`src/rtl/logic_axi4_lite_bus_pkg.sv`:
```
// Shared types for the AXI4-Lite bus blocks.
// An address-map entry owns the half-open range [address_low, address_high).
package logic_axi4_lite_bus_pkg;

   typedef struct packed {
      logic [63:0] address_low;
      logic [63:0] address_high;
   } slave_t;

endpackage

```
`src/rtl/logic_axi4_lite_bus_slave_router_if.sv`:
```
// Upstream (s_*) and downstream (m_*) AXI4-Lite channels of the slave router.
// Valid/ready: a beat transfers on the rising edge where valid && ready; valid never waits on ready.
interface logic_axi4_lite_bus_slave_router_if #(
   parameter int SLAVES        = 2,
   parameter int ADDRESS_WIDTH = 32,
   parameter int DATA_BYTES    = 4
);
   localparam int DW = 8 * DATA_BYTES;

   logic                     s_awvalid, s_awready;
   logic [ADDRESS_WIDTH-1:0] s_awaddr;
   logic [2:0]               s_awprot;
   logic                     s_wvalid, s_wready;
   logic [DW-1:0]            s_wdata;
   logic [DATA_BYTES-1:0]    s_wstrb;
   logic                     s_bvalid, s_bready;
   logic [1:0]               s_bresp;
   logic                     s_arvalid, s_arready;
   logic [ADDRESS_WIDTH-1:0] s_araddr;
   logic [2:0]               s_arprot;
   logic                     s_rvalid, s_rready;
   logic [DW-1:0]            s_rdata;
   logic [1:0]               s_rresp;

   logic [SLAVES-1:0]                    m_awvalid, m_awready;
   logic [SLAVES-1:0][ADDRESS_WIDTH-1:0] m_awaddr;
   logic [SLAVES-1:0][2:0]               m_awprot;
   logic [SLAVES-1:0]                    m_wvalid, m_wready;
   logic [SLAVES-1:0][DW-1:0]            m_wdata;
   logic [SLAVES-1:0][DATA_BYTES-1:0]    m_wstrb;
   logic [SLAVES-1:0]                    m_bvalid, m_bready;
   logic [SLAVES-1:0][1:0]               m_bresp;
   logic [SLAVES-1:0]                    m_arvalid, m_arready;
   logic [SLAVES-1:0][ADDRESS_WIDTH-1:0] m_araddr;
   logic [SLAVES-1:0][2:0]               m_arprot;
   logic [SLAVES-1:0]                    m_rvalid, m_rready;
   logic [SLAVES-1:0][DW-1:0]            m_rdata;
   logic [SLAVES-1:0][1:0]               m_rresp;

   modport slave (
      input  s_awvalid, s_awaddr, s_awprot, s_wvalid, s_wdata, s_wstrb, s_bready,
             s_arvalid, s_araddr, s_arprot, s_rready,
      output s_awready, s_wready, s_bvalid, s_bresp, s_arready, s_rvalid, s_rdata, s_rresp,
      output m_awvalid, m_awaddr, m_awprot, m_wvalid, m_wdata, m_wstrb, m_bready,
             m_arvalid, m_araddr, m_arprot, m_rready,
      input  m_awready, m_wready, m_bvalid, m_bresp, m_arready, m_rvalid, m_rdata, m_rresp
   );

   modport master (
      output s_awvalid, s_awaddr, s_awprot, s_wvalid, s_wdata, s_wstrb, s_bready,
             s_arvalid, s_araddr, s_arprot, s_rready,
      input  s_awready, s_wready, s_bvalid, s_bresp, s_arready, s_rvalid, s_rdata, s_rresp,
      input  m_awvalid, m_awaddr, m_awprot, m_wvalid, m_wdata, m_wstrb, m_bready,
             m_arvalid, m_araddr, m_arprot, m_rready,
      output m_awready, m_wready, m_bvalid, m_bresp, m_arready, m_rvalid, m_rdata, m_rresp
   );
endinterface

```
`src/rtl/logic_axi4_lite_bus_slave_router.sv`:
```
// AXI4-Lite 1-to-SLAVES address router with in-order response return per direction.
// Unmapped accesses never leave the block: they are answered with DECERR from the order FIFO.
module logic_axi4_lite_bus_slave_router
   import logic_axi4_lite_bus_pkg::*;
#(
   parameter int SLAVES        = 2,
   parameter int SLAVES_WIDTH  = (SLAVES >= 2) ? $clog2(SLAVES) : 1,
   parameter int ADDRESS_WIDTH = 32,
   parameter int DATA_BYTES    = 4,
   parameter int OUTSTANDING   = 4,
   parameter slave_t [SLAVES-1:0] MAP = '0
) (
   input logic aclk,
   input logic areset_n,
   logic_axi4_lite_bus_slave_router_if.slave bus
);
   localparam int DW = 8 * DATA_BYTES;
   localparam int PW = (OUTSTANDING >= 2) ? $clog2(OUTSTANDING) : 1;
   localparam int CW = $clog2(OUTSTANDING + 1);

   typedef struct packed {
      logic                    mapped;
      logic [SLAVES_WIDTH-1:0] id;
   } dec_t;

   // Ascending scan so the highest overlapping index wins.
   function automatic dec_t decode(input logic [ADDRESS_WIDTH-1:0] a);
      dec_t d;
      logic [ADDRESS_WIDTH-1:0] lo, hi;
      d = '0;
      for (int k = 0; k < SLAVES; k++) begin
         lo = MAP[k].address_low[ADDRESS_WIDTH-1:0];
         hi = MAP[k].address_high[ADDRESS_WIDTH-1:0];
         if (a >= lo && a < hi) begin
            d.mapped = 1'b1;
            d.id     = SLAVES_WIDTH'(k);
         end
      end
      return d;
   endfunction

   function automatic logic [PW-1:0] ptr_inc(input logic [PW-1:0] p);
      return (p == PW'(OUTSTANDING - 1)) ? '0 : p + 1'b1;
   endfunction

   // ---------------- write path ----------------
   logic                     aw_pend, w_pend, aw_done, w_done;
   logic [SLAVES_WIDTH-1:0]  w_target;
   logic [ADDRESS_WIDTH-1:0] aw_addr_q;
   logic [2:0]               aw_prot_q;
   logic [DW-1:0]            w_data_q;
   logic [DATA_BYTES-1:0]    w_strb_q;
   dec_t                     wfifo [OUTSTANDING];
   logic [PW-1:0]            w_wr_ptr, w_rd_ptr;
   logic [CW-1:0]            wcount;
   dec_t                     w_dec, w_head;
   logic                     w_accept, w_pop;

   assign w_dec    = decode(bus.s_awaddr);
   assign w_head   = wfifo[w_rd_ptr];
   assign w_accept = areset_n && bus.s_awvalid && bus.s_wvalid && !aw_pend && !w_pend
                     && (wcount < CW'(OUTSTANDING));
   assign aw_done  = |(bus.m_awvalid & bus.m_awready);
   assign w_done   = |(bus.m_wvalid & bus.m_wready);
   assign w_pop    = bus.s_bvalid && bus.s_bready;

   always_comb begin
      bus.s_awready = w_accept;
      bus.s_wready  = w_accept;
      bus.s_bvalid  = 1'b0;
      bus.s_bresp   = 2'b00;
      bus.m_awvalid = '0;
      bus.m_wvalid  = '0;
      bus.m_bready  = '0;
      bus.m_awaddr  = '0;
      bus.m_awprot  = '0;
      bus.m_wdata   = '0;
      bus.m_wstrb   = '0;
      for (int k = 0; k < SLAVES; k++) begin
         bus.m_awvalid[k] = aw_pend && (w_target == SLAVES_WIDTH'(k));
         bus.m_wvalid[k]  = w_pend && (w_target == SLAVES_WIDTH'(k));
         bus.m_awaddr[k]  = aw_addr_q;
         bus.m_awprot[k]  = aw_prot_q;
         bus.m_wdata[k]   = w_data_q;
         bus.m_wstrb[k]   = w_strb_q;
         if (wcount != '0 && w_head.mapped && w_head.id == SLAVES_WIDTH'(k)) begin
            bus.s_bvalid    = bus.m_bvalid[k];
            bus.s_bresp     = bus.m_bresp[k];
            bus.m_bready[k] = bus.s_bready;
         end
      end
      if (wcount != '0 && !w_head.mapped) begin
         bus.s_bvalid = 1'b1;
         bus.s_bresp  = 2'b11;
      end
   end

   always_ff @(posedge aclk or negedge areset_n) begin
      if (!areset_n) begin
         aw_pend  <= 1'b0;
         w_pend   <= 1'b0;
         w_target <= '0;
         w_wr_ptr <= '0;
         w_rd_ptr <= '0;
         wcount   <= '0;
      end else begin
         if (w_accept) begin
            w_wr_ptr <= ptr_inc(w_wr_ptr);
            if (w_dec.mapped) begin
               aw_pend  <= 1'b1;
               w_pend   <= 1'b1;
               w_target <= w_dec.id;
            end
         end else begin
            if (aw_done) aw_pend <= 1'b0;
            if (w_done)  w_pend  <= 1'b0;
         end
         if (w_pop) w_rd_ptr <= ptr_inc(w_rd_ptr);
         if (w_accept && !w_pop)      wcount <= wcount + 1'b1;
         else if (!w_accept && w_pop) wcount <= wcount - 1'b1;
      end
   end

   always_ff @(posedge aclk) begin
      if (w_accept) begin
         wfifo[w_wr_ptr] <= w_dec;
         if (w_dec.mapped) begin
            aw_addr_q <= bus.s_awaddr;
            aw_prot_q <= bus.s_awprot;
            w_data_q  <= bus.s_wdata;
            w_strb_q  <= bus.s_wstrb;
         end
      end
   end

   // ---------------- read path ----------------
   logic                     ar_pend, ar_done;
   logic [SLAVES_WIDTH-1:0]  r_target;
   logic [ADDRESS_WIDTH-1:0] ar_addr_q;
   logic [2:0]               ar_prot_q;
   dec_t                     rfifo [OUTSTANDING];
   logic [PW-1:0]            r_wr_ptr, r_rd_ptr;
   logic [CW-1:0]            rcount;
   dec_t                     r_dec, r_head;
   logic                     r_accept, r_pop;

   assign r_dec    = decode(bus.s_araddr);
   assign r_head   = rfifo[r_rd_ptr];
   assign r_accept = areset_n && bus.s_arvalid && !ar_pend && (rcount < CW'(OUTSTANDING));
   assign ar_done  = |(bus.m_arvalid & bus.m_arready);
   assign r_pop    = bus.s_rvalid && bus.s_rready;

   always_comb begin
      bus.s_arready = r_accept;
      bus.s_rvalid  = 1'b0;
      bus.s_rdata   = '0;
      bus.s_rresp   = 2'b00;
      bus.m_arvalid = '0;
      bus.m_rready  = '0;
      bus.m_araddr  = '0;
      bus.m_arprot  = '0;
      for (int k = 0; k < SLAVES; k++) begin
         bus.m_arvalid[k] = ar_pend && (r_target == SLAVES_WIDTH'(k));
         bus.m_araddr[k]  = ar_addr_q;
         bus.m_arprot[k]  = ar_prot_q;
         if (rcount != '0 && r_head.mapped && r_head.id == SLAVES_WIDTH'(k)) begin
            bus.s_rvalid    = bus.m_rvalid[k];
            bus.s_rdata     = bus.m_rdata[k];
            bus.s_rresp     = bus.m_rresp[k];
            bus.m_rready[k] = bus.s_rready;
         end
      end
      if (rcount != '0 && !r_head.mapped) begin
         bus.s_rvalid = 1'b1;
         bus.s_rresp  = 2'b11;
      end
   end

   always_ff @(posedge aclk or negedge areset_n) begin
      if (!areset_n) begin
         ar_pend  <= 1'b0;
         r_target <= '0;
         r_wr_ptr <= '0;
         r_rd_ptr <= '0;
         rcount   <= '0;
      end else begin
         if (r_accept) begin
            r_wr_ptr <= ptr_inc(r_wr_ptr);
            if (r_dec.mapped) begin
               ar_pend  <= 1'b1;
               r_target <= r_dec.id;
            end
         end else if (ar_done) begin
            ar_pend <= 1'b0;
         end
         if (r_pop) r_rd_ptr <= ptr_inc(r_rd_ptr);
         if (r_accept && !r_pop)      rcount <= rcount + 1'b1;
         else if (!r_accept && r_pop) rcount <= rcount - 1'b1;
      end
   end

   always_ff @(posedge aclk) begin
      if (r_accept) begin
         rfifo[r_wr_ptr] <= r_dec;
         if (r_dec.mapped) begin
            ar_addr_q <= bus.s_araddr;
            ar_prot_q <= bus.s_arprot;
         end
      end
   end

endmodule
```
`src/flat_wrapper.sv`:
```
// flat-port wrapper written by rule: the top's interface ports become plain ports
module logic_axi4_lite_bus_slave_router_flat import logic_axi4_lite_bus_pkg::*;
#(
   parameter int SLAVES        = 2,
   parameter int SLAVES_WIDTH  = (SLAVES >= 2) ? $clog2(SLAVES) : 1,
   parameter int ADDRESS_WIDTH = 32,
   parameter int DATA_BYTES    = 4,
   parameter int OUTSTANDING   = 4,
   parameter slave_t [SLAVES-1:0] MAP = '0
)
  (aclk, areset_n, bus_s_awvalid, bus_s_awaddr, bus_s_awprot, bus_s_wvalid, bus_s_wdata, bus_s_wstrb, bus_s_bready, bus_s_arvalid, bus_s_araddr, bus_s_arprot, bus_s_rready, bus_s_awready, bus_s_wready, bus_s_bvalid, bus_s_bresp, bus_s_arready, bus_s_rvalid, bus_s_rdata, bus_s_rresp, bus_m_awvalid, bus_m_awaddr, bus_m_awprot, bus_m_wvalid, bus_m_wdata, bus_m_wstrb, bus_m_bready, bus_m_arvalid, bus_m_araddr, bus_m_arprot, bus_m_rready, bus_m_awready, bus_m_wready, bus_m_bvalid, bus_m_bresp, bus_m_arready, bus_m_rvalid, bus_m_rdata, bus_m_rresp);
  logic_axi4_lite_bus_slave_router_if #(.SLAVES(SLAVES), .ADDRESS_WIDTH(ADDRESS_WIDTH), .DATA_BYTES(DATA_BYTES)) bus_i ();
  input logic aclk;
  input logic areset_n;
  input wire logic [$bits(bus_i.s_awvalid)-1:0] bus_s_awvalid;
  input wire logic [$bits(bus_i.s_awaddr)-1:0] bus_s_awaddr;
  input wire logic [$bits(bus_i.s_awprot)-1:0] bus_s_awprot;
  input wire logic [$bits(bus_i.s_wvalid)-1:0] bus_s_wvalid;
  input wire logic [$bits(bus_i.s_wdata)-1:0] bus_s_wdata;
  input wire logic [$bits(bus_i.s_wstrb)-1:0] bus_s_wstrb;
  input wire logic [$bits(bus_i.s_bready)-1:0] bus_s_bready;
  input wire logic [$bits(bus_i.s_arvalid)-1:0] bus_s_arvalid;
  input wire logic [$bits(bus_i.s_araddr)-1:0] bus_s_araddr;
  input wire logic [$bits(bus_i.s_arprot)-1:0] bus_s_arprot;
  input wire logic [$bits(bus_i.s_rready)-1:0] bus_s_rready;
  output wire logic [$bits(bus_i.s_awready)-1:0] bus_s_awready;
  output wire logic [$bits(bus_i.s_wready)-1:0] bus_s_wready;
  output wire logic [$bits(bus_i.s_bvalid)-1:0] bus_s_bvalid;
  output wire logic [$bits(bus_i.s_bresp)-1:0] bus_s_bresp;
  output wire logic [$bits(bus_i.s_arready)-1:0] bus_s_arready;
  output wire logic [$bits(bus_i.s_rvalid)-1:0] bus_s_rvalid;
  output wire logic [$bits(bus_i.s_rdata)-1:0] bus_s_rdata;
  output wire logic [$bits(bus_i.s_rresp)-1:0] bus_s_rresp;
  output wire logic [$bits(bus_i.m_awvalid)-1:0] bus_m_awvalid;
  output wire logic [$bits(bus_i.m_awaddr)-1:0] bus_m_awaddr;
  output wire logic [$bits(bus_i.m_awprot)-1:0] bus_m_awprot;
  output wire logic [$bits(bus_i.m_wvalid)-1:0] bus_m_wvalid;
  output wire logic [$bits(bus_i.m_wdata)-1:0] bus_m_wdata;
  output wire logic [$bits(bus_i.m_wstrb)-1:0] bus_m_wstrb;
  output wire logic [$bits(bus_i.m_bready)-1:0] bus_m_bready;
  output wire logic [$bits(bus_i.m_arvalid)-1:0] bus_m_arvalid;
  output wire logic [$bits(bus_i.m_araddr)-1:0] bus_m_araddr;
  output wire logic [$bits(bus_i.m_arprot)-1:0] bus_m_arprot;
  output wire logic [$bits(bus_i.m_rready)-1:0] bus_m_rready;
  input wire logic [$bits(bus_i.m_awready)-1:0] bus_m_awready;
  input wire logic [$bits(bus_i.m_wready)-1:0] bus_m_wready;
  input wire logic [$bits(bus_i.m_bvalid)-1:0] bus_m_bvalid;
  input wire logic [$bits(bus_i.m_bresp)-1:0] bus_m_bresp;
  input wire logic [$bits(bus_i.m_arready)-1:0] bus_m_arready;
  input wire logic [$bits(bus_i.m_rvalid)-1:0] bus_m_rvalid;
  input wire logic [$bits(bus_i.m_rdata)-1:0] bus_m_rdata;
  input wire logic [$bits(bus_i.m_rresp)-1:0] bus_m_rresp;
  assign bus_i.s_awvalid = bus_s_awvalid;
  assign bus_i.s_awaddr = bus_s_awaddr;
  assign bus_i.s_awprot = bus_s_awprot;
  assign bus_i.s_wvalid = bus_s_wvalid;
  assign bus_i.s_wdata = bus_s_wdata;
  assign bus_i.s_wstrb = bus_s_wstrb;
  assign bus_i.s_bready = bus_s_bready;
  assign bus_i.s_arvalid = bus_s_arvalid;
  assign bus_i.s_araddr = bus_s_araddr;
  assign bus_i.s_arprot = bus_s_arprot;
  assign bus_i.s_rready = bus_s_rready;
  assign bus_s_awready = bus_i.s_awready;
  assign bus_s_wready = bus_i.s_wready;
  assign bus_s_bvalid = bus_i.s_bvalid;
  assign bus_s_bresp = bus_i.s_bresp;
  assign bus_s_arready = bus_i.s_arready;
  assign bus_s_rvalid = bus_i.s_rvalid;
  assign bus_s_rdata = bus_i.s_rdata;
  assign bus_s_rresp = bus_i.s_rresp;
  assign bus_m_awvalid = bus_i.m_awvalid;
  assign bus_m_awaddr = bus_i.m_awaddr;
  assign bus_m_awprot = bus_i.m_awprot;
  assign bus_m_wvalid = bus_i.m_wvalid;
  assign bus_m_wdata = bus_i.m_wdata;
  assign bus_m_wstrb = bus_i.m_wstrb;
  assign bus_m_bready = bus_i.m_bready;
  assign bus_m_arvalid = bus_i.m_arvalid;
  assign bus_m_araddr = bus_i.m_araddr;
  assign bus_m_arprot = bus_i.m_arprot;
  assign bus_m_rready = bus_i.m_rready;
  assign bus_i.m_awready = bus_m_awready;
  assign bus_i.m_wready = bus_m_wready;
  assign bus_i.m_bvalid = bus_m_bvalid;
  assign bus_i.m_bresp = bus_m_bresp;
  assign bus_i.m_arready = bus_m_arready;
  assign bus_i.m_rvalid = bus_m_rvalid;
  assign bus_i.m_rdata = bus_m_rdata;
  assign bus_i.m_rresp = bus_m_rresp;
  logic_axi4_lite_bus_slave_router #(.SLAVES(SLAVES), .SLAVES_WIDTH(SLAVES_WIDTH), .ADDRESS_WIDTH(ADDRESS_WIDTH), .DATA_BYTES(DATA_BYTES), .OUTSTANDING(OUTSTANDING), .MAP(MAP)) u_core (.aclk(aclk), .areset_n(areset_n), .bus(bus_i));
endmodule
```
`config.mk`:
```
export PLATFORM = sky130hd
export DESIGN_NAME = logic_axi4_lite_bus_slave_router_flat
export DESIGN_NICKNAME = d
export VERILOG_FILES = /design/src/rtl/logic_axi4_lite_bus_pkg.sv /design/src/rtl/logic_axi4_lite_bus_slave_router_if.sv /design/src/rtl/logic_axi4_lite_bus_slave_router.sv /design/src/flat_wrapper.sv
export SDC_FILE = /design/constraint.sdc
export NUM_CORES = 1
export LEC_CHECK = 0
export ABC_AREA = 1
export ABC_CLOCK_PERIOD_IN_PS = 3300
export BUFFER_PORTS_ARGS = -buffer_cell sky130_fd_sc_hd__buf_2
export CAP_MARGIN = 20
export CORE_AREA = 4 4 175 177
export CTS_CLUSTER_DIAMETER = 120
export CTS_CLUSTER_SIZE = 30
export DETAILED_ROUTE_END_ITERATION = 16
export DIE_AREA = 0 0 179 181
export PLACE_DENSITY = 0.42
export REMOVE_ABC_BUFFERS = 1
export SLEW_MARGIN = 20
export SYNTH_ARGS = -nofsm -noshare
export SYNTH_HDL_FRONTEND = slang
export SYNTH_SLANG_ARGS = --single-unit
```
`constraint.sdc`:
```
create_clock -name aclk -period 3.3 [get_ports aclk]
set_clock_uncertainty 0.2 [all_clocks]
set_input_delay 0.165 -clock aclk [delete_from_list [all_inputs] [get_ports aclk]]
set_output_delay 0.165 -clock aclk [all_outputs]
set_load 0.1 [all_outputs]
```
# After elaboration in Yosys (flattened, before gate mapping)

Memories as Yosys holds them, arrays and structs flattened.
Index checks and enable logic that the tools add are counted.

Register bits: 125
Bits in writable memories: 16
Input port bits: 195
Output and inout bits: 263
Word-level logic and storage cells: 140
Memories kept: 2

Add/sub/neg operators: 8
$lt $le $gt $ge: 6
Eq/ne operators: 6
Multiplexer cells: 40
Bitwise logic cells: 7
Reduce and logical (&&, ||, !) cells: 54

Memories:

| memory       | depth | bits a word | rd ports | clocked after memory_dff | wr ports | line                                    | source |
|---|---|---|---|---|---|---|---|
| u_core.rfifo | 4     | 2           | 1        | 0                        | 1        | logic_axi4_lite_bus_slave_router.sv:141 | `dec_t rfifo [OUTSTANDING];` |
| u_core.wfifo | 4     | 2           | 1        | 0                        | 1        | logic_axi4_lite_bus_slave_router.sv:53  | `dec_t wfifo [OUTSTANDING];` |

Operator list:

| kind                | number |
|---|---|
| $ge 32x1->1 const B | 2 |
| $lt 32x1->1 const B | 2 |
| $mux 32             | 2 |
| $logic_and 1x1->1   | 30 |
| $mux 2              | 12 |
| $mux 1              | 22 |
| $mux 3              | 4 |
| $reduce_and 2->1    | 5 |
| $reduce_bool 2->1   | 5 |
| $logic_not 1->1     | 9 |
| $add 2x1->2 const B | 4 |
| $eq 2x2->1 const B  | 4 |
| $add 3x1->3 const B | 2 |
| $and 2x2->2         | 3 |
| $lt 3x3->1 const B  | 2 |
| $reduce_bool 3->1   | 2 |
| $reduce_or 2->1     | 3 |
| $sub 3x1->3 const B | 2 |
| $ne 2x1->1 const B  | 2 |
| $not 1->1           | 4 |

# Longest topological paths before layout

Gate-level depths: netlist (run 1).

Depth after elaboration: 10
Mapped depth: 11
Mapped depth without buffers: 11

# Worst setup path after synthesis (run 1)

Ideal clock, no wire load.

Path type: register to register
Start point: register u_core.wcount[2]
End point: register u_core.wcount[2]
Setup time: 117 ps
Arrival time: 2817 ps
Required time: 2983 ps
Slack: 166 ps
Cell stages (with the launch flop): 9
Buffers on the path: 0
Clock period less this slack: 3134 ps
Cells stage by stage: dfrtp_1 nor2_1 ha_1 inv_2 fa_1 nand2_2 nand3_1 nand2_1 nand2_1

Elaborated cells between the ends (all ways): 20
Classes of those cells: add/sub (2); order compare (1); mux (5); reduce/logical (12)

RTL lines:

| item                        | line                                    | source |
|---|---|---|
| start, declared             | logic_axi4_lite_bus_slave_router.sv:55  | `logic [CW-1:0] wcount;` |
| start signal, assigned      | logic_axi4_lite_bus_slave_router.sv:119 | `if (w_accept && !w_pop) wcount <= wcount + 1'b1;` |
| start signal, assigned      | logic_axi4_lite_bus_slave_router.sv:120 | `else if (!w_accept && w_pop) wcount <= wcount - 1'b1;` |
| $lt 3x3->1 *                | logic_axi4_lite_bus_slave_router.sv:62  | `&& (wcount < CW'(OUTSTANDING));` |
| $logic_and 1x1->1 *         | logic_axi4_lite_bus_slave_router.sv:62  |  |
| named net bus_s_awready     | flat_wrapper.sv:26                      | `output wire logic [$bits(bus_i.s_awready)-1:0] bus_s_awready;` |
| $logic_not 1->1             | logic_axi4_lite_bus_slave_router.sv:120 |  |
| $logic_and 1x1->1           | logic_axi4_lite_bus_slave_router.sv:120 |  |
| $reduce_bool 2->1 (no line) | n/a                                     |  |

The timed path passes the listed nets; every way through them passes the cells marked *. The select of a mux whose other input is x is not followed.
A chain may end at the register's enable or synchronous reset.

# Worst setup path in the final report (run 1)

Start point: input areset_n
End point: register u_core.wcount[2]

Longest elaborated chain between the ends: 8
Elaborated cells between the ends (all ways): 10
Classes of those cells: mux (1); reduce/logical (9)

Ends and longest elaborated chain:

| item                             | line                                    | source |
|---|---|---|
| start, declared                  | flat_wrapper.sv:14                      | `input logic areset_n;` |
| $logic_and 1x1->1 * (4 in a row) | logic_axi4_lite_bus_slave_router.sv:61  | `assign w_accept = areset_n && bus.s_awvalid && bus.s_wvalid && !aw_pend && !w_pend` |
| $logic_and 1x1->1 *              | logic_axi4_lite_bus_slave_router.sv:62  |  |
| $logic_not 1->1                  | logic_axi4_lite_bus_slave_router.sv:120 |  |
| $logic_and 1x1->1                | logic_axi4_lite_bus_slave_router.sv:120 |  |
| $reduce_bool 2->1 (no line)      | n/a                                     |  |

Every way passes the cells marked *; elsewhere a longest branch is shown, timed or not.

==> results by group, run 1 <==
Run status
  • Status: finished, final reports clean

Layout
  • Core Util, Final: 6.78%
  • P&R area growth vs syn: -14.9%
  • Final Non-Filler Cells: 711
  • Layout cells sized above 1: 7.48%
  • Nets: 522
  • Layout fillers: 3,431
  • N_diodes: 0

Routing
  • WL per Instance: 4.11 microns
  • Drt via density: 1.42
  • Pre-antenna DRT Iters: 2
  • Vias: 1,009
  • Routed WL: 2930 microns
  • Initial drt markers: 14
  • Drt drc: 0
  • Final ANT Viol Nets: 0

Pwr
  • Clk network pwr share: 9.0%
  • Leak Pwr: 0.00113 uW
  • Tot Pwr: 2150 uW
  • Pwr/cell area: 1080 nW/um^2
  • Internal: 381 uW
  • Sw Share: 82.3%
  • Psw: 1770 uW
  • Combinational Power Share: 84.0%
  • Seq pwr share: 7.0%
  • Peak supply drop: 310 uV

Yosys
  • Syn Area/Cell: 7.56 sq um
  • Synth area leader: buf_4
  • Synthesis-stage register bit count: 6
  • EDFF count, synth: 0
  • Ys Warns: 0
  • Synth cell count leaders: 259 x buf_4, 17 x nand2_1, 6 x dfrtp_1
  • Async S/R FF share, synth: 100%
  • Seq/Total Area, Yosys: 6.44%
  • Area share of the largest cell type after synthesis: 83.5%
  • Cell Area, Synth: 2330 sq um
  • Largest cells by area after synthesis: buf_4 83%, dfrtp_1 6.4%, nand2_1 2.7%, fa_1 1.7%, ha_1 1.1%
  • Synth cell types: 13
  • Cell count after synthesis: 308
  • Post-synth top flop: dfrtp_1
  • Count leader, synth: buf_4

Clock network
  • Postcts setup bufs: 0
  • Clock Sinks: 6
  • CTS tree: done
  • H-tree levels: 1
  • CTS buffer count: 3
  • Clock latency on the worst-skew pair: 230 ps
  • CTS root buf: clkbuf_16
  • Clk pin slew, worst setup/hold paths: 30 ps
  • CTS max path bufs: 2

Die
  • Die area: 32,400 sq um
  • Row cnt: 63
  • Core Area: 29,200 sq um
  • Die X: 179 microns
  • DIE HEIGHT: 181 microns
  • Io pins: 458
  • Initial core utilization: 7.97%

Critical path
  • Critical path launch point type: input pin
  • WP buf/inv: 3
  • Largest stage delay on the critical path: 520 ps
  • Kind of cell adding the most delay to the critical path: buffers and inverters
  • Arrival time at the worst endpoint: 2180 ps
  • Setup CP Type: in -> reg
  • Worst-path cell chain: dlygate4sd3_1 > buf_2 > nand3_1 > nor2_1 > ha_1 > inv_2 > fa_1 > nand2_2 > nand3_1 > nand2_1 > nand2_1
  • Max FO, Critical Path: 8
  • CP max-delay cell: dlygate4sd3_1
  • CP required: 3210 ps
  • Critical path endpoint category: flop

Timing
  • Tightest Pin Transition: 522 ps
  • Final period utilization: 68.7%
  • Crit path time final: 2270 ps
  • Unrepaired setup endpoints after global routing: false
  • Hold Slack: 116 ps
  • Final setup vio count: 0
  • Slew Viols, Final: 0
  • Fmax: 0.441 GHz
  • Fin. Hold Viols: 0
  • Final setup TNS: 0 ps
  • Slew headroom: 65.4%

Global routing
  • Vias in the first global route: 541
  • Pin count of the biggest net entering global routing: 9
  • Grt ovf: 0
  • Global-route wire length before repair: 3050 microns
  • Overall Global Routing Usage: 1.38%
  • Initial antenna violation count: 0

Placement
  • Post-DP HPWL: 2830 microns
  • Placed cells: 707
  • Routability cong.: 0.590
  • Port Buf Inserts: 15

Run
  • Max-cap violations: 0

Min path
  • Tightest Hold Check Type: in -> async
==> kinds of logic after synthesis <==
logic type / synth area share [%]
flops: 6.44
xor+xnor: 0.752
fa+ha+maj: 2.79
buf+inv: 84.7
other cells: 0.161
simple gates: 5.10
==> final cells by class <==
class | count | area [sq um] | area share [%]
Timing Repair Buffer | 16 | 85.1 | 4.29
Inverter | 8 | 30.0 | 1.51
Tap cell | 390 | 488 | 24.6
Clock buffer | 3 | 75.1 | 3.79
Multi-Input combinational cell | 288 | 1150 | 58.2
Sequential cell | 6 | 150 | 7.57
==> metal layers <==
| layer | routed length [microns] | up-vias | global-route usage (%) |
|---|---|---|---|
| li1 | - | 438 | - |
| met1 | 582 | 419 | 0.961 |
| met2 | 1400 | 150 | 2.28 |
| met3 | 901 | 2 | 1.38 |
| met4 | 36 | 0 | 0.829 |
| met5 | 0 | - | 0 |
==> path summary, 6_finish.rpt <==
check,startpoint,end,slack (ps),cells past startpoint
min in group aclk,bus_s_rready,u_core.rcount[0],230,4
worst max register to register,u_core.wcount[0],u_core.wcount[2],1300,10
worst min-delay path,areset_n,u_core.rcount[2],120,2
worst max-delay path,areset_n,u_core.wcount[2],1030,11
worst min register to register,u_core.rcount[2],u_core.rcount[2],290,2
max in group asynchronous,areset_n,u_core.wcount[2],2610,2
==> power by group through the flow <==
stage / Combinational (uW) / Clock [uW] / Sequential, uW
finish: 1800 / 194 / 149
floorplan: 1710 / 0 / 143
global placement: 1800 / 0 / 150
global route: 1870 / 203 / 155
CTS: 1800 / 200 / 151
detailed placement: 1800 / 0 / 150
==> timing repair <==
item	CTS	global route
endpoints found under the hold margin	6	0
hold buffers	1	0
gates resized for setup	0	0
==> sequential cells by signal, indices dropped and copies added (netlist names) <==
name and count:
u_core.rcount 3, u_core.wcount 3
==> stage by stage <==
step,instance area [sq um],worst slack [ps]
after floorplan,1340,-1140
after global placement,1900,1260
after detailed placement,1900,1240
after CTS,1980,935
after global routing,1980,791
final,1980,1030
==> layout by cell type (no fill, tap or decap), drive strengths merged <==
cell,synthesis,final
buf,259,15
clkbuf,0,3
conb,1,254
dfrtp,6,6
dlygate4sd3,0,1
fa,2,2
ha,2,2
inv,8,8
nand2,19,19
nand3,3,3
nand4,2,2
nor2,4,4
xnor2,2,2
No activity file was read; power rests on OpenSTA's default activity.
==> run 2, diff against run 1 <==
- ABC_CLOCK_PERIOD_IN_PS: 3300 -> 1810
- CORE_AREA: 4 4 175 177 -> 4 4 177 179
- DIE_AREA: 0 0 179 181 -> 0 0 181 183
- clock period: 3.3 -> 1.81 ns (I/O delays scaled with it)
==> results by group, run 2 (same netlist as run 1, synthesis figures left out) <==
Run status
  • Status: finished, final reports clean

Clock network
  • CTS tree: done
  • CTS root buf: clkbuf_16
  • CTS buffer count: 3 (unchanged)
  • Clock latency on the worst-skew pair: 230 ps (about the same)
  • Clk pin slew, worst setup/hold paths: 40 ps (about the same)
  • Clock Sinks: 6 (unchanged)
  • CTS max path bufs: 2 (unchanged)
  • H-tree levels: 1 (unchanged)

Pwr
  • Peak supply drop: 917 uV (+200%)
  • Leak Pwr: 0.00121 uW (+6.7%)
  • Tot Pwr: 4160 uW (+94%)
  • Pwr/cell area: 1950 nW/um^2 (+80%)

Critical path
  • Most frequent CP cell: nand2_1
  • Critical path launch point type: flop
  • CP required: 1720 ps (-1490 ps)
  • WP buf/inv: 1 (-2)
  • Reg2Reg Setup Slack: 60 ps (-1240 ps)
  • Critical path endpoint category: flop
  • CP max-delay cell: dfrtp_1
  • Setup CP Type: reg -> reg
  • Max FO, Critical Path: 2 (-6)
  • Worst-path cell chain: nor2_1 > nand2_2 > nand2_1 > ha_2 > inv_2 > fa_2 > nand2_2 > nand3_1 > nand2_1 > nand2_1
  • Arrival time at the worst endpoint: 1660 ps (-520 ps)
  • Kind of cell adding the most delay to the critical path: adder cells
  • Largest stage delay on the critical path: 360 ps (-160 ps)

Timing
  • Final period utilization: 96.7%
  • Slew Viols, Final: 0 (unchanged)
  • Worst setup margin: 59.5 ps (-972 ps)
  • Final setup vio count: 0 (unchanged)
  • Hold Slack: 97.5 ps (-18.1 ps)
  • Unrepaired setup endpoints after global routing: true
  • Final setup TNS: 0 ps (unchanged)
  • Crit path time final: 1750 ps
  • Fmax: 0.571 GHz
  • Fin. Hold Viols: 0 (unchanged)

Global routing
  • Overall Global Routing Usage: 1.37% (-0.0055 points)
  • Grt ovf: 0 (unchanged)
  • Met3 usage: 1.19% (-0.19 points)
  • GR Util met1: 1.33% (+0.37 points)
  • Initial antenna violation count: 0 (unchanged)
  • Grt peak-use layer: met2
  • Vias in the first global route: 591 (+9.2%)
  • Global-route wire length before repair: 3290 microns (+7.9%)
  • Pin count of the biggest net entering global routing: 4 (-5)
  • M2 GR Usage: 2.26% (-0.017 points)

Die
  • Die X: 181 microns (+1.1%)
  • Initial core utilization: 7.88% (-0.085 points)
  • DIE HEIGHT: 183 microns (+1.1%)
  • Io pins: 458 (unchanged)
  • Die area: 33,100 sq um (+2.2%)
  • Core Area: 29,600 sq um (+1.1%)
  • Row cnt: 63 (unchanged)

Routing
  • Vias: 1,076 (+6.6%)
  • Final ANT Viol Nets: 0 (unchanged)
  • Initial drt markers: 5 (-9)
  • Routed WL: 3270 microns (+12%)
  • Drt drc: 0 (unchanged)
  • Drt via density: 1.48 (+4.2%)
  • Pre-antenna DRT Iters: 3 (+1)
  • WL per Instance: 4.50 microns (+9.3%)

Layout
  • Nets: 538 (+3.1%)
  • Register area: 150 sq um (unchanged)
  • P&R area growth vs syn: -8.65%
  • Most frequent cells in the layout: 254 x conb_1, 16 x nand2_1, 16 x buf_4
  • Regs by FF count: u_core.rcount (3), u_core.wcount (3)
  • Commonest non-fill, non-tap cell in the layout: conb_1
  • Area of the multi-input gates: 1170 sq um (+1.3%)
  • Core Util, Final: 7.20% (+0.42 points)
  • Layout cells sized above 1: 13.6% (+6.2 points)
  • Layout fillers: 3,470 (+1.1%)

Placement
  • Pre-CTS setup slack: -97.1 ps (-1340 ps)
  • Routability cong.: 0.597 (+1.1%)
  • Port Buf Inserts: 15 (unchanged)
  • Post-DP HPWL: 3040 microns (+7.4%)

Run
  • Max-cap violations: 0 (unchanged)

Min path
  • Tightest Hold Check Type: in -> reg
run 2: changes by cell type in the layout (fill, tap and decap cells not counted), sizes merged:
cell,delta
buf,+13
clkbuf,+3
diode,+1
run 2: final cells by class:
cell class / instances / share of cell area [%]
Clock buffer: 3 / 3.53
Inverter: 8 / 1.41
Timing Repair Buffer: 32 / 9.99
Multi-Input combinational cell: 288 / 55.0
Sequential cell: 6 / 7.05
Tap cell: 390 / 22.9
Antenna cell: 1 / 0.118
run 2: report_power, final:
part           internal [uW]  leakage (uW)  switching (uW)
clock                    284     0.0000370            78.7
sequential               207     0.0000723            42.8
combinational            388       0.00110            3160
run 2: per-layer routing:
metal,vias up,share of wire [%]
met3,2,26
met2,150,49
li1,473,-
met1,451,24
met5,-,0
met4,0,0.46
run 2: worst register-to-register path, cell delays in order, from the launching register on:
cell	delay [ps]
dfrtp_1	360
nor2_1	120
nand2_2	70
nand2_1	60
ha_2	180
inv_2	50
fa_2	340
nand2_2	80
nand3_1	70
nand2_1	60
nand2_1	50
run 2: final timing paths:
path                             startpoint          endpoint  cells past startpoint
min reg2reg                u_core.rcount[2]  u_core.rcount[2]                      2
min                            bus_s_rready  u_core.rcount[0]                      4
min in group asynchronous          areset_n  u_core.rcount[2]                      3
max reg2reg                u_core.wcount[1]  u_core.wcount[2]                     10
max in group asynchronous          areset_n  u_core.wcount[1]                      3
max                        u_core.wcount[1]  u_core.wcount[2]                     10
run 2: timing repair:
action                     CTS  global route
hold endpoints to repair     6             0
setup buffers                4             0
pin swaps                    6             4
resized for setup            5             4
setup endpoints to repair    2             7
hold buffers                 1             0
run 2: metrics by stage:
stage                     cell area, sq um  instances
after global routing                  2130        727
final                                 2130        728
after global placement                1990        719
after CTS                             2120        727
after floorplan                       1340        302
after detailed placement              1990        719
==> run 3, diff against run 2 <==
- ABC_CLOCK_PERIOD_IN_PS: 1810 -> 2100
- CORE_AREA: 4 4 177 179 -> 4 4 175 177
- DIE_AREA: 0 0 181 183 -> 0 0 179 181
- clock period: 1.81 -> 2.1 ns (I/O delays scaled with it)
==> results by group, run 3 (same netlist as run 1, synthesis figures left out) <==
Timing
  • Worst setup margin: 155 ps (+95.9 ps)
  • Final setup vio count: 0 (unchanged)
  • Slew headroom: 65.6%
  • Final setup TNS: 0 ps (unchanged)
  • Tightest Pin Transition: 520 ps
  • Fin. Hold Viols: 0 (unchanged)
  • Slew Viols, Final: 0 (unchanged)
  • Hold Slack: 102 ps (+4.33 ps)
  • Final period utilization: 92.6% (-4.1 points)
  • Fmax: 0.514 GHz (-10%)
  • Crit path time final: 1940 ps (+194 ps)
  • Unrepaired setup endpoints after global routing: false

Global routing
  • Pin count of the biggest net entering global routing: 5 (+1)
  • Grt ovf: 0 (unchanged)
  • Vias in the first global route: 619 (+4.7%)
  • Global-route wire length before repair: 3340 microns (+1.5%)
  • Overall Global Routing Usage: 1.52% (+0.15 points)
  • Initial antenna violation count: 0 (unchanged)

Clock network
  • Clock Sinks: 6 (unchanged)
  • Clock latency on the worst-skew pair: 230 ps (about the same)
  • CTS tree: done
  • Clk pin slew, worst setup/hold paths: 30 ps (about the same)
  • CTS max path bufs: 2 (unchanged)
  • CTS root buf: clkbuf_16
  • H-tree levels: 1 (unchanged)
  • CTS buffer count: 3 (unchanged)

Pwr
  • Peak supply drop: 313 uV (-66%)
  • Pwr/cell area: 1700 nW/um^2 (-13%)
  • Leak Pwr: 0.00115 uW (-4.9%)
  • Tot Pwr: 3420 uW (-18%)

Layout
  • N_diodes: 0 (-1)
  • Most frequent cells in the layout: 254 x conb_1, 17 x nand2_1, 15 x buf_2
  • Final Non-Filler Cells: 715 (-1.8%)
  • Layout cells sized above 1: 8.92% (-4.7 points)
  • Nets: 526 (-2.2%)
  • P&R area growth vs syn: -13.5%
  • Commonest non-fill, non-tap cell in the layout: conb_1
  • Regs by FF count: u_core.rcount (3), u_core.wcount (3)

Run
  • Max-cap violations: 0 (unchanged)

Placement
  • Placed cells: 709 (-1.4%)
  • Routability cong.: 0.563 (-5.6%)
  • Post-DP HPWL: 2820 microns (-7.0%)
  • Pre-CTS setup slack: 129 ps (+226 ps)
  • Port Buf Inserts: 15 (unchanged)

Routing
  • WL per Instance: 4.18 microns (-7.0%)
  • Vias: 1,030 (-4.3%)
  • Pre-antenna DRT Iters: 2 (-1)
  • Final ANT Viol Nets: 0 (unchanged)
  • Initial drt markers: 11 (+6)
  • Routed WL: 2990 microns (-8.6%)
  • Drt drc: 0 (unchanged)
  • Drt via density: 1.44 (-2.5%)

Critical path
  • Reg-to-Reg End: u_core.rcount[2]
  • Setup CP Type: reg -> reg
  • Max FO, Critical Path: 4 (+2)
  • R2r worst-path depth: 10 (unchanged)
  • Worst Setup EP: u_core.rcount[2]
  • Critical path endpoint category: flop
  • Crit. Startpoint: u_core.rcount[0]
  • Arrival time at the worst endpoint: 1860 ps (+200 ps)
  • FF-to-FF Start: u_core.rcount[0]
  • Critical path launch point type: flop
  • CP required: 2020 ps (+300 ps)
  • Reg2Reg Setup Slack: 160 ps (+100 ps)

Die
  • Row cnt: 63 (unchanged)
  • Io pins: 458 (unchanged)
  • Die area: 32,400 sq um (-2.2%)
  • Core Area: 29,200 sq um (-1.1%)
  • Initial core utilization: 7.97% (+0.085 points)
  • Die X: 179 microns (-1.1%)
  • DIE HEIGHT: 181 microns (-1.1%)

Run status
  • Status: finished, final reports clean

Min path
  • Tightest Hold Check Type: in -> async
[run 3: changes by cell type in the layout (fill, tap and decap cells not counted), moves of 2 or more]
cell	previous run	this run
buf_2	12	15
buf_4	16	4
clkbuf_4	3	0
fa_1	0	2
fa_2	2	0
[run 3: through the flow]
step	instance area (sq um)	util (%)
floorplan	1340	-
detailed placement	1910	6.54
CTS	2000	6.83
finish	2020	6.89
global placement	1910	6.54
global route	2020	6.89
[run 3: how the worst min path moves through the flow]
| stage | end | slack (ps) | depth (start not counted) |
|---|---|---|---|
| after detailed placement | u_core.rcount[2] | -260 | 1 |
| after global routing | u_core.rcount[2] | 130 | 2 |
| final | u_core.rcount[2] | 100 | 2 |
| after CTS | u_core.rcount[2] | 140 | 2 |
| after global placement | u_core.rcount[2] | -260 | 1 |
| after floorplan | u_core.rcount[0] | -390 | 0 |
[run 3: final cells by class]
type,instances,area [sq um]
Fill cell,3439,27200
Tap cell,390,488
Sequential cell,6,150
Clock buffer,3,75.1
Multi-Input combinational cell,288,1160
Timing Repair Buffer,20,115
Inverter,8,30.0
[run 3: power breakdown]
group	switching, uW	internal (uW)
clock network	61.6	244
registers	54.8	179
logic	2670	214
total	2790	637
[run 3: worst max-delay path: stages (launching register included)]
cell	delay, ps
dfrtp_1	410
nor2_1	100
nand2_1	90
nand2_1	80
ha_2	180
inv_2	50
fa_1	450
nand2_2	90
nand3_1	70
nand2_1	60
nand2_1	40
[run 3: timing repair]
item,4_1_cts,5_1_grt
hold endpoints to repair,6,0
hold buffers,1,0
buffers inserted,0,2
resized for setup,0,1
setup endpoints to repair,0,2
[run 3: routing by layer]
metal | wire (microns) | vias up | global-route usage [%] | part of all wire [%]
li1 | - | 448 | - | -
met1 | 592 | 426 | 1.10 | 20
met2 | 1430 | 152 | 2.46 | 48
met3 | 914 | 4 | 1.46 | 31
met4 | 54 | 0 | 1.01 | 1.8
met5 | 0 | - | 0 | 0
